--- config.mk ---
export PLATFORM = sky130hd
export DESIGN_NAME = mem_port_bridge_flat
export DESIGN_NICKNAME = d
export VERILOG_FILES = /design/src/rtl/mem_port_bridge_if.sv /design/src/rtl/mem_port_bridge.sv /design/src/flat_wrapper.sv
export SDC_FILE = /design/constraint.sdc
export NUM_CORES = 1
export LEC_CHECK = 0
export ABC_AREA = 1
export CORE_MARGIN = 4
export CORE_UTILIZATION = 51
export CTS_BUF_LIST = sky130_fd_sc_hd__clkbuf_16
export CTS_CLUSTER_SIZE = 20
export DETAILED_ROUTE_END_ITERATION = 8
export GPL_ROUTABILITY_DRIVEN = 0
export PLACE_DENSITY_LB_ADDON = 0.05
export SYNTH_ARGS = -nofsm -noshare
export SYNTH_HDL_FRONTEND = slang
export SYNTH_SLANG_ARGS = --single-unit
--- constraint.sdc ---
create_clock -name clock_i -period 4.4 [get_ports clock_i]
set_input_delay 0.88 -clock clock_i [delete_from_list [all_inputs] [get_ports clock_i]]
set_output_delay 0.88 -clock clock_i [all_outputs]
set_load 0.01 [all_outputs]
--- src/rtl/mem_port_bridge_if.sv ---
// rtl/mem_port_bridge_if.sv - arbiter-side port bundle of mem_port_bridge
//   req_o/ack_i        held request / grant-in-cycle handshake
//   adr_o/dat_o/dm_o   23-bit word address, replicated write data, byte mask (1=masked)
//   rd_o/wr_o          operation qualifiers, exactly one high while req_o=1
//   valid_i/rdat_i     read data return
//   master: bridge side, slave: arbiter side
interface mem_port_bridge_if;
    logic        req_o;
    logic        ack_i;
    logic [22:0] adr_o;
    logic [15:0] dat_o;
    logic [1:0]  dm_o;
    logic        rd_o;
    logic        wr_o;
    logic        valid_i;
    logic [15:0] rdat_i;

    modport master (
        output req_o, adr_o, dat_o, dm_o, rd_o, wr_o,
        input  ack_i, valid_i, rdat_i
    );

    modport slave (
        input  req_o, adr_o, dat_o, dm_o, rd_o, wr_o,
        output ack_i, valid_i, rdat_i
    );
endinterface

--- src/rtl/mem_port_bridge.sv ---
// rtl/mem_port_bridge.sv - byte-wide client front end for one memory arbiter port
//   clock_i, reset_n_i          clock, asynchronous active-low reset
//   cpu_req_i/cpu_wr_i          one-cycle strobe and direction, ignored while cpu_busy_o=1
//   cpu_adr_i/cpu_dat_i         byte address and write data
//   cpu_dat_o/cpu_rvalid_o      read data (held) and one-cycle update pulse
//   cpu_busy_o                  write FIFO full or read pending
//   mem                         arbiter handshake (mem_port_bridge_if.master)
module mem_port_bridge #(
    parameter int FIFO_DEPTH = 4
) (
    input  logic              clock_i,
    input  logic              reset_n_i,
    input  logic              cpu_req_i,
    input  logic              cpu_wr_i,
    input  logic [23:0]       cpu_adr_i,
    input  logic [7:0]        cpu_dat_i,
    output logic [7:0]        cpu_dat_o,
    output logic              cpu_rvalid_o,
    output logic              cpu_busy_o,
    mem_port_bridge_if.master mem
);
    localparam int              AW      = $clog2(FIFO_DEPTH);
    localparam logic [AW:0]     L_DEPTH = (AW+1)'(FIFO_DEPTH);

    typedef enum logic [2:0] {S_IDLE, S_REQ_W, S_REQ_R, S_CYC_W, S_CYC_R} state_t;

    state_t      r_state, w_state_nxt;
    logic [23:0] r_fifo_adr [FIFO_DEPTH];
    logic [7:0]  r_fifo_dat [FIFO_DEPTH];
    logic [AW:0] r_wr_ptr, r_rd_ptr;
    logic        r_rd_pend, r_busy;
    logic [23:0] r_rd_adr;
    logic        r_req, r_rd, r_wr, r_got, r_rvalid;
    logic [22:0] r_adr;
    logic [15:0] r_dat;
    logic [1:0]  r_dm;
    logic [7:0]  r_cap, r_cpu_dat;

    logic        w_accept, w_push, w_rd_strobe, w_pop, w_rd_done, w_empty, w_pend_nxt;
    logic [AW:0] w_count_nxt;
    logic [23:0] w_head_adr;
    logic [7:0]  w_head_dat;
    logic        w_req_nxt, w_rd_nxt, w_wr_nxt, w_got_nxt, w_rvalid_nxt;
    logic [22:0] w_adr_nxt;
    logic [15:0] w_dat_nxt;
    logic [1:0]  w_dm_nxt;
    logic [7:0]  w_cap_nxt, w_cpu_dat_nxt;

    assign w_accept    = cpu_req_i & ~r_busy;
    assign w_push      = w_accept & cpu_wr_i;
    assign w_rd_strobe = w_accept & ~cpu_wr_i;
    assign w_empty     = (r_wr_ptr == r_rd_ptr);
    assign w_head_adr  = r_fifo_adr[r_rd_ptr[AW-1:0]];
    assign w_head_dat  = r_fifo_dat[r_rd_ptr[AW-1:0]];

    // Busy is computed from the post-edge occupancy so it already covers the
    // strobe being accepted on this edge.
    assign w_count_nxt = r_wr_ptr - r_rd_ptr + (AW+1)'(w_push) - (AW+1)'(w_pop);
    assign w_pend_nxt  = w_rd_strobe | (r_rd_pend & ~w_rd_done);

    always_ff @(posedge clock_i) begin
        if (w_push) begin
            r_fifo_adr[r_wr_ptr[AW-1:0]] <= cpu_adr_i;
            r_fifo_dat[r_wr_ptr[AW-1:0]] <= cpu_dat_i;
        end
    end

    always_ff @(posedge clock_i or negedge reset_n_i) begin
        if (!reset_n_i) begin
            r_wr_ptr  <= '0;
            r_rd_ptr  <= '0;
            r_rd_pend <= 1'b0;
            r_rd_adr  <= '0;
            r_busy    <= 1'b0;
        end else begin
            if (w_push)      r_wr_ptr <= r_wr_ptr + 1'b1;
            if (w_pop)       r_rd_ptr <= r_rd_ptr + 1'b1;
            if (w_rd_strobe) r_rd_adr <= cpu_adr_i;
            r_rd_pend <= w_pend_nxt;
            r_busy    <= (w_count_nxt == L_DEPTH) | w_pend_nxt;
        end
    end

    always_ff @(posedge clock_i or negedge reset_n_i) begin
        if (!reset_n_i) begin
            r_state   <= S_IDLE;
            r_req     <= 1'b0;
            r_rd      <= 1'b0;
            r_wr      <= 1'b0;
            r_adr     <= '0;
            r_dat     <= '0;
            r_dm      <= '0;
            r_got     <= 1'b0;
            r_cap     <= '0;
            r_cpu_dat <= 8'hFF;
            r_rvalid  <= 1'b0;
        end else begin
            r_state   <= w_state_nxt;
            r_req     <= w_req_nxt;
            r_rd      <= w_rd_nxt;
            r_wr      <= w_wr_nxt;
            r_adr     <= w_adr_nxt;
            r_dat     <= w_dat_nxt;
            r_dm      <= w_dm_nxt;
            r_got     <= w_got_nxt;
            r_cap     <= w_cap_nxt;
            r_cpu_dat <= w_cpu_dat_nxt;
            r_rvalid  <= w_rvalid_nxt;
        end
    end

    always_comb begin
        w_state_nxt   = r_state;
        w_req_nxt     = r_req;
        w_rd_nxt      = r_rd;
        w_wr_nxt      = r_wr;
        w_adr_nxt     = r_adr;
        w_dat_nxt     = r_dat;
        w_dm_nxt      = r_dm;
        w_got_nxt     = r_got;
        w_cap_nxt     = r_cap;
        w_cpu_dat_nxt = r_cpu_dat;
        w_rvalid_nxt  = 1'b0;
        w_pop         = 1'b0;
        w_rd_done     = 1'b0;
        case (r_state)
            // Queued writes always go first so a read sees every earlier write.
            S_IDLE: begin
                if (!w_empty) begin
                    w_state_nxt = S_REQ_W;
                    w_req_nxt   = 1'b1;
                    w_wr_nxt    = 1'b1;
                    w_adr_nxt   = w_head_adr[23:1];
                    w_dat_nxt   = {w_head_dat, w_head_dat};
                    w_dm_nxt    = w_head_adr[0] ? 2'b01 : 2'b10;
                end else if (r_rd_pend) begin
                    w_state_nxt = S_REQ_R;
                    w_req_nxt   = 1'b1;
                    w_rd_nxt    = 1'b1;
                    w_adr_nxt   = r_rd_adr[23:1];
                    w_dm_nxt    = 2'b00;
                    w_got_nxt   = 1'b0;
                end
            end
            S_REQ_W: if (mem.ack_i) w_state_nxt = S_CYC_W;
            S_REQ_R: if (mem.ack_i) w_state_nxt = S_CYC_R;
            S_CYC_W: begin
                if (!mem.ack_i) begin
                    w_state_nxt = S_IDLE;
                    w_pop       = 1'b1;
                    w_req_nxt   = 1'b0;
                    w_wr_nxt    = 1'b0;
                end
            end
            S_CYC_R: begin
                if (!mem.ack_i) begin
                    // No data seen during the cycle returns all-ones.
                    w_state_nxt   = S_IDLE;
                    w_rd_done     = 1'b1;
                    w_req_nxt     = 1'b0;
                    w_rd_nxt      = 1'b0;
                    w_cpu_dat_nxt = r_got ? r_cap : 8'hFF;
                    w_rvalid_nxt  = 1'b1;
                end else if (mem.valid_i && !r_got) begin
                    w_got_nxt = 1'b1;
                    w_cap_nxt = r_rd_adr[0] ? mem.rdat_i[15:8] : mem.rdat_i[7:0];
                end
            end
            default: w_state_nxt = S_IDLE;
        endcase
    end

    assign mem.req_o    = r_req;
    assign mem.rd_o     = r_rd;
    assign mem.wr_o     = r_wr;
    assign mem.adr_o    = r_adr;
    assign mem.dat_o    = r_dat;
    assign mem.dm_o     = r_dm;
    assign cpu_dat_o    = r_cpu_dat;
    assign cpu_rvalid_o = r_rvalid;
    assign cpu_busy_o   = r_busy;
endmodule

--- src/flat_wrapper.sv ---
// flat-port wrapper written by rule: the top's interface ports become plain ports
module mem_port_bridge_flat 
#(
    parameter int FIFO_DEPTH = 4
)
  (clock_i, reset_n_i, cpu_req_i, cpu_wr_i, cpu_adr_i, cpu_dat_i, cpu_dat_o, cpu_rvalid_o, cpu_busy_o, mem_req_o, mem_adr_o, mem_dat_o, mem_dm_o, mem_rd_o, mem_wr_o, mem_ack_i, mem_valid_i, mem_rdat_i);
  mem_port_bridge_if mem_i ();
  input  logic clock_i;
  input  logic reset_n_i;
  input  logic cpu_req_i;
  input  logic cpu_wr_i;
  input  logic [23:0] cpu_adr_i;
  input  logic [7:0] cpu_dat_i;
  output logic [7:0] cpu_dat_o;
  output logic cpu_rvalid_o;
  output logic cpu_busy_o;
  output wire logic [$bits(mem_i.req_o)-1:0] mem_req_o;
  output wire logic [$bits(mem_i.adr_o)-1:0] mem_adr_o;
  output wire logic [$bits(mem_i.dat_o)-1:0] mem_dat_o;
  output wire logic [$bits(mem_i.dm_o)-1:0] mem_dm_o;
  output wire logic [$bits(mem_i.rd_o)-1:0] mem_rd_o;
  output wire logic [$bits(mem_i.wr_o)-1:0] mem_wr_o;
  input wire logic [$bits(mem_i.ack_i)-1:0] mem_ack_i;
  input wire logic [$bits(mem_i.valid_i)-1:0] mem_valid_i;
  input wire logic [$bits(mem_i.rdat_i)-1:0] mem_rdat_i;
  assign mem_req_o = mem_i.req_o;
  assign mem_adr_o = mem_i.adr_o;
  assign mem_dat_o = mem_i.dat_o;
  assign mem_dm_o = mem_i.dm_o;
  assign mem_rd_o = mem_i.rd_o;
  assign mem_wr_o = mem_i.wr_o;
  assign mem_i.ack_i = mem_ack_i;
  assign mem_i.valid_i = mem_valid_i;
  assign mem_i.rdat_i = mem_rdat_i;
  mem_port_bridge #(.FIFO_DEPTH(FIFO_DEPTH)) u_core (.clock_i(clock_i), .reset_n_i(reset_n_i), .cpu_req_i(cpu_req_i), .cpu_wr_i(cpu_wr_i), .cpu_adr_i(cpu_adr_i), .cpu_dat_i(cpu_dat_i), .cpu_dat_o(cpu_dat_o), .cpu_rvalid_o(cpu_rvalid_o), .cpu_busy_o(cpu_busy_o), .mem(mem_i));
endmodule
==> summary.txt <==
Outcome
  • Status: completed

Detailed routing
  • Avg Vias per Cell: 5.37
  • Number of routed nets with antenna violations: 0
  • Initial DRT Pass Iterations: 5
  • Final WL: 20200 um
  • DRC Markers: 0
  • Wirelength per Cell: 17.3 um
  • Routed via count: 6249
  • Drt initial violations: 423

Timing
  • RSZ-0062 raised after global routing: no
  • Final min period: 3.14 ns
  • Slew Limit Fails: 0
  • Final Hold Fails: 0
  • Slew Limit Headroom: 37.6%
  • Least-Margin Pin Slew: 0.935 ns
  • Final setup TNS: 0 ns
  • Clock skew: 0.00972 ns
  • Tcrit/Tclk final: 71.4%
  • FMAX: 318 MHz
  • # setup viols final: 0

Critical path
  • Delay-heaviest family, CP: adder cells
  • FF-to-FF End: u_core.cpu_busy_o
  • R2R Setup Slk: 1.53 ns
  • FF-to-FF Start: u_core.r_state[2]
  • Critical path startpoint: mem_ack_i
  • Crit path kind: input pin to flip-flop
  • Worst Path Max Fanout: 5
  • Crit path DAT: 3.57 ns
  • Crit path top cell by count: inv_1
  • Crit-path cells: clkdlybuf4s50_1 -> nor2_1 -> inv_1 -> fa_1 -> inv_1 -> fa_1 -> inv_1 -> ha_1 -> xnor2_1 -> a211oi_1 -> o21ai_0 -> nand2_1
  • Slowest stage cell, crit path: clkdlybuf4s50_1
  • CP Buf/Inv Count: 4
  • Crit path capture type: flip-flop
  • Worst reg2reg path depth: 13
  • Crit path depth: 12
  • Setup crit start kind: input pin
  • Max incr delay on CP: 0.48 ns
  • Worst path required time: 4.83 ns
  • Crit path to: u_core.cpu_busy_o

Placed design
  • DP HPWL: 12700 um
  • Port Buffer Count: 107

Clock network
  • Setup Buffers After CTS: 0
  • Clock buffer depth: 3
  • Reg clk slew, reported paths: 0.06 ns
  • Root buf cell: clkbuf_16
  • Sink Count: 217
  • TritonCTS clock tree: yes
  • Cts bufs inserted: 23
  • Cts hold-fix bufs: 0
  • Post-CTS sizing: 0
  • Clk_lat worst skew: 0.50 ns
  • CTS H-tree depth: 1

Power
  • Leakage: 0.00436 uW
  • Peak VDD IR: 0.404 mV
  • Pwr dens: 721 nW/um^2

Floorplanning
  • Die width: 141 um
  • Die Y: 141 um
  • Number of placed I/O pins: 108
  • Initial Util: 52.1%
  • Cell Rows: 48
  • Core Area: 17300 sq um
  • Die ar.: 19800 sq um

Synth
  • Synth Instances: 830
  • Ranking of synthesized cells by area: edfxtp_1 (43%), dfrtp_1 (23%), o21ai_0 (6.1%)
  • YS warnings: 0
  • Top cells by count, synth: nand2_1 (137), edfxtp_1 (128), nor2_1 (122)
  • Ys async rst share: 41.0%
  • Post-synthesis net count: 893
  • Synth Cell Area: 9000 sq um
  • Average size of a mapped cell: 10.8 sq um
  • Sequential-to-total area share from yosys stat: 67.5%
  • Post-synthesis cell type count: 32
  • Cell taking the most area after synthesis: edfxtp_1
  • Yosys reg bits: 217
  • Post-synth top flop: edfxtp_1
  • Post-synth EDFFs: 128
  • Yosys top cell area share: 42.7%
  • Most common cell in the netlist: nand2_1

Global route
  • Initial antenna violation count: 0
  • All-Layer GR Usage: 20.6%
  • Overflow after GRT: 0
  • Vias in the first global route: 6274
  • Pin count of the biggest net entering global routing: 70
  • First-pass GRT wire length: 32700 um

Cells and area
  • Ant. Diodes: 0
  • Share of post-route cells with drive strength above 1: 8.52%
  • Post-layout util: 63.4%
  • Area growth, synth to finish: 21.9%
  • Reg area: 6080 sq um
  • Fillers: 1405
  • Final #Nets: 986
  • Multi-input gate area: 2460 sq um

Job
  • Max-cap viol count: 0

Hold path
  • HP Class: flip-flop to flip-flop
==> cell type report <==
cell class                      count  share of cell area, %
Clock buffer                       23                   5.25
Inverter                           62                   2.12
Clock inverter                     18                   1.63
Multi-Input combinational cell    500                   22.4
Tap cell                          225                   2.57
Timing Repair Buffer              119                   10.6
Sequential cell                   217                   55.4
==> layout by cell type, fill, tap and decap left out, drive strengths merged, types with 7 or more instances in the layout <==
master	instances
nand2	139
edfxtp	128
inv	66
clkinv	10
dfstp	8
dfrtp	81
clkbuf	23
o211ai	23
o22ai	8
ha	7
nor2	125
a21oi	9
o21ai	119
nand3	52
clkdlybuf4s50	106
buf	13
==> worst min-delay path by stage <==
| stage | endpoint | cells after the start | from | slack [ns] |
|---|---|---|---|---|
| 6_report | u_core.mem.dm_o[0] | 2 | u_core.mem.dm_o[0] | 0.48 |
| 5_1_grt | u_core.r_cap[2] | 2 | u_core.r_cap[2] | 0.49 |
| 4_1_cts | u_core.r_cap[7] | 2 | u_core.r_cap[7] | 0.48 |
| 3_5_place_dp | u_core.mem.adr_o[21] | 2 | u_core.mem.adr_o[21] | 0.47 |
| 3_3_place_gp | u_core.mem.dm_o[0] | 2 | u_core.mem.dm_o[0] | 0.46 |
| 2_1_floorplan | u_core.r_cap[0] | 2 | u_core.r_cap[0] | 0.46 |
==> tightest hold or removal path, delay by kind of cell, from the launching register on <==
family	cells	cell delay [ns]
flip-flops	1	0.34
AND/OR/NAND/NOR	2	0.10
==> stage by stage <==
step / setup WS (ns) / hold WS [ns] / cells / power (uW) / area [sq um]
3_5_place_dp: 0.742 / 0.466 / 1123 / 6060 / 10200
5_1_grt: 1.11 / 0.493 / 1164 / 8470 / 11000
6_report: 1.26 / 0.477 / 1164 / 7910 / 11000
2_1_floorplan: 1.19 / 0.456 / 830 / 4900 / 9000
4_1_cts: 1.26 / 0.483 / 1164 / 8000 / 11000
3_3_place_gp: 0.893 / 0.460 / 1123 / 5960 / 10200
==> state kept, by name, indices dropped and copies added (netlist names), 2 cells and up <==
signal	flops
u_core.cpu_dat_o	8
u_core.mem.adr_o	23
u_core.mem.dat_o	8
u_core.mem.dm_o	2
u_core.r_cap	8
u_core.r_fifo_adr	96
u_core.r_fifo_dat	32
u_core.r_rd_adr	24
u_core.r_rd_ptr	3
u_core.r_state	3
u_core.r_wr_ptr	3
==> where the power goes <==
group	total (uW)	leakage, uW	internal, uW	switching (uW)
clock	1920	0.000389	1180	743
combinational	3030	0.00175	1170	1860
sequential	2950	0.00222	2650	303
total	7910	0.00436	5000	2910
==> metal layers <==
layer | wire length (um) | track usage (%) | up-vias
li1 | - | - | 2994
met1 | 8690 | 27.1 | 3088
met2 | 10300 | 36.4 | 138
met3 | 843 | 2.92 | 29
met4 | 354 | 4.69 | 0
met5 | 0 | 0 | -
==> logic make-up (layout without fill, tap and decap cells) <==
family / after synthesis / count (layout) / synth area share (%)
xor+xnor: 5 / 5 / 0.486
buf+inv: 113 / 222 / 5.50
simple gates: 324 / 324 / 14.8
flops: 217 / 217 / 67.5
fa+ha+maj: 9 / 9 / 1.42
mux: 1 / 1 / 0.125
compound gates: 161 / 161 / 10.1
(Power assumes the default switching activity.)
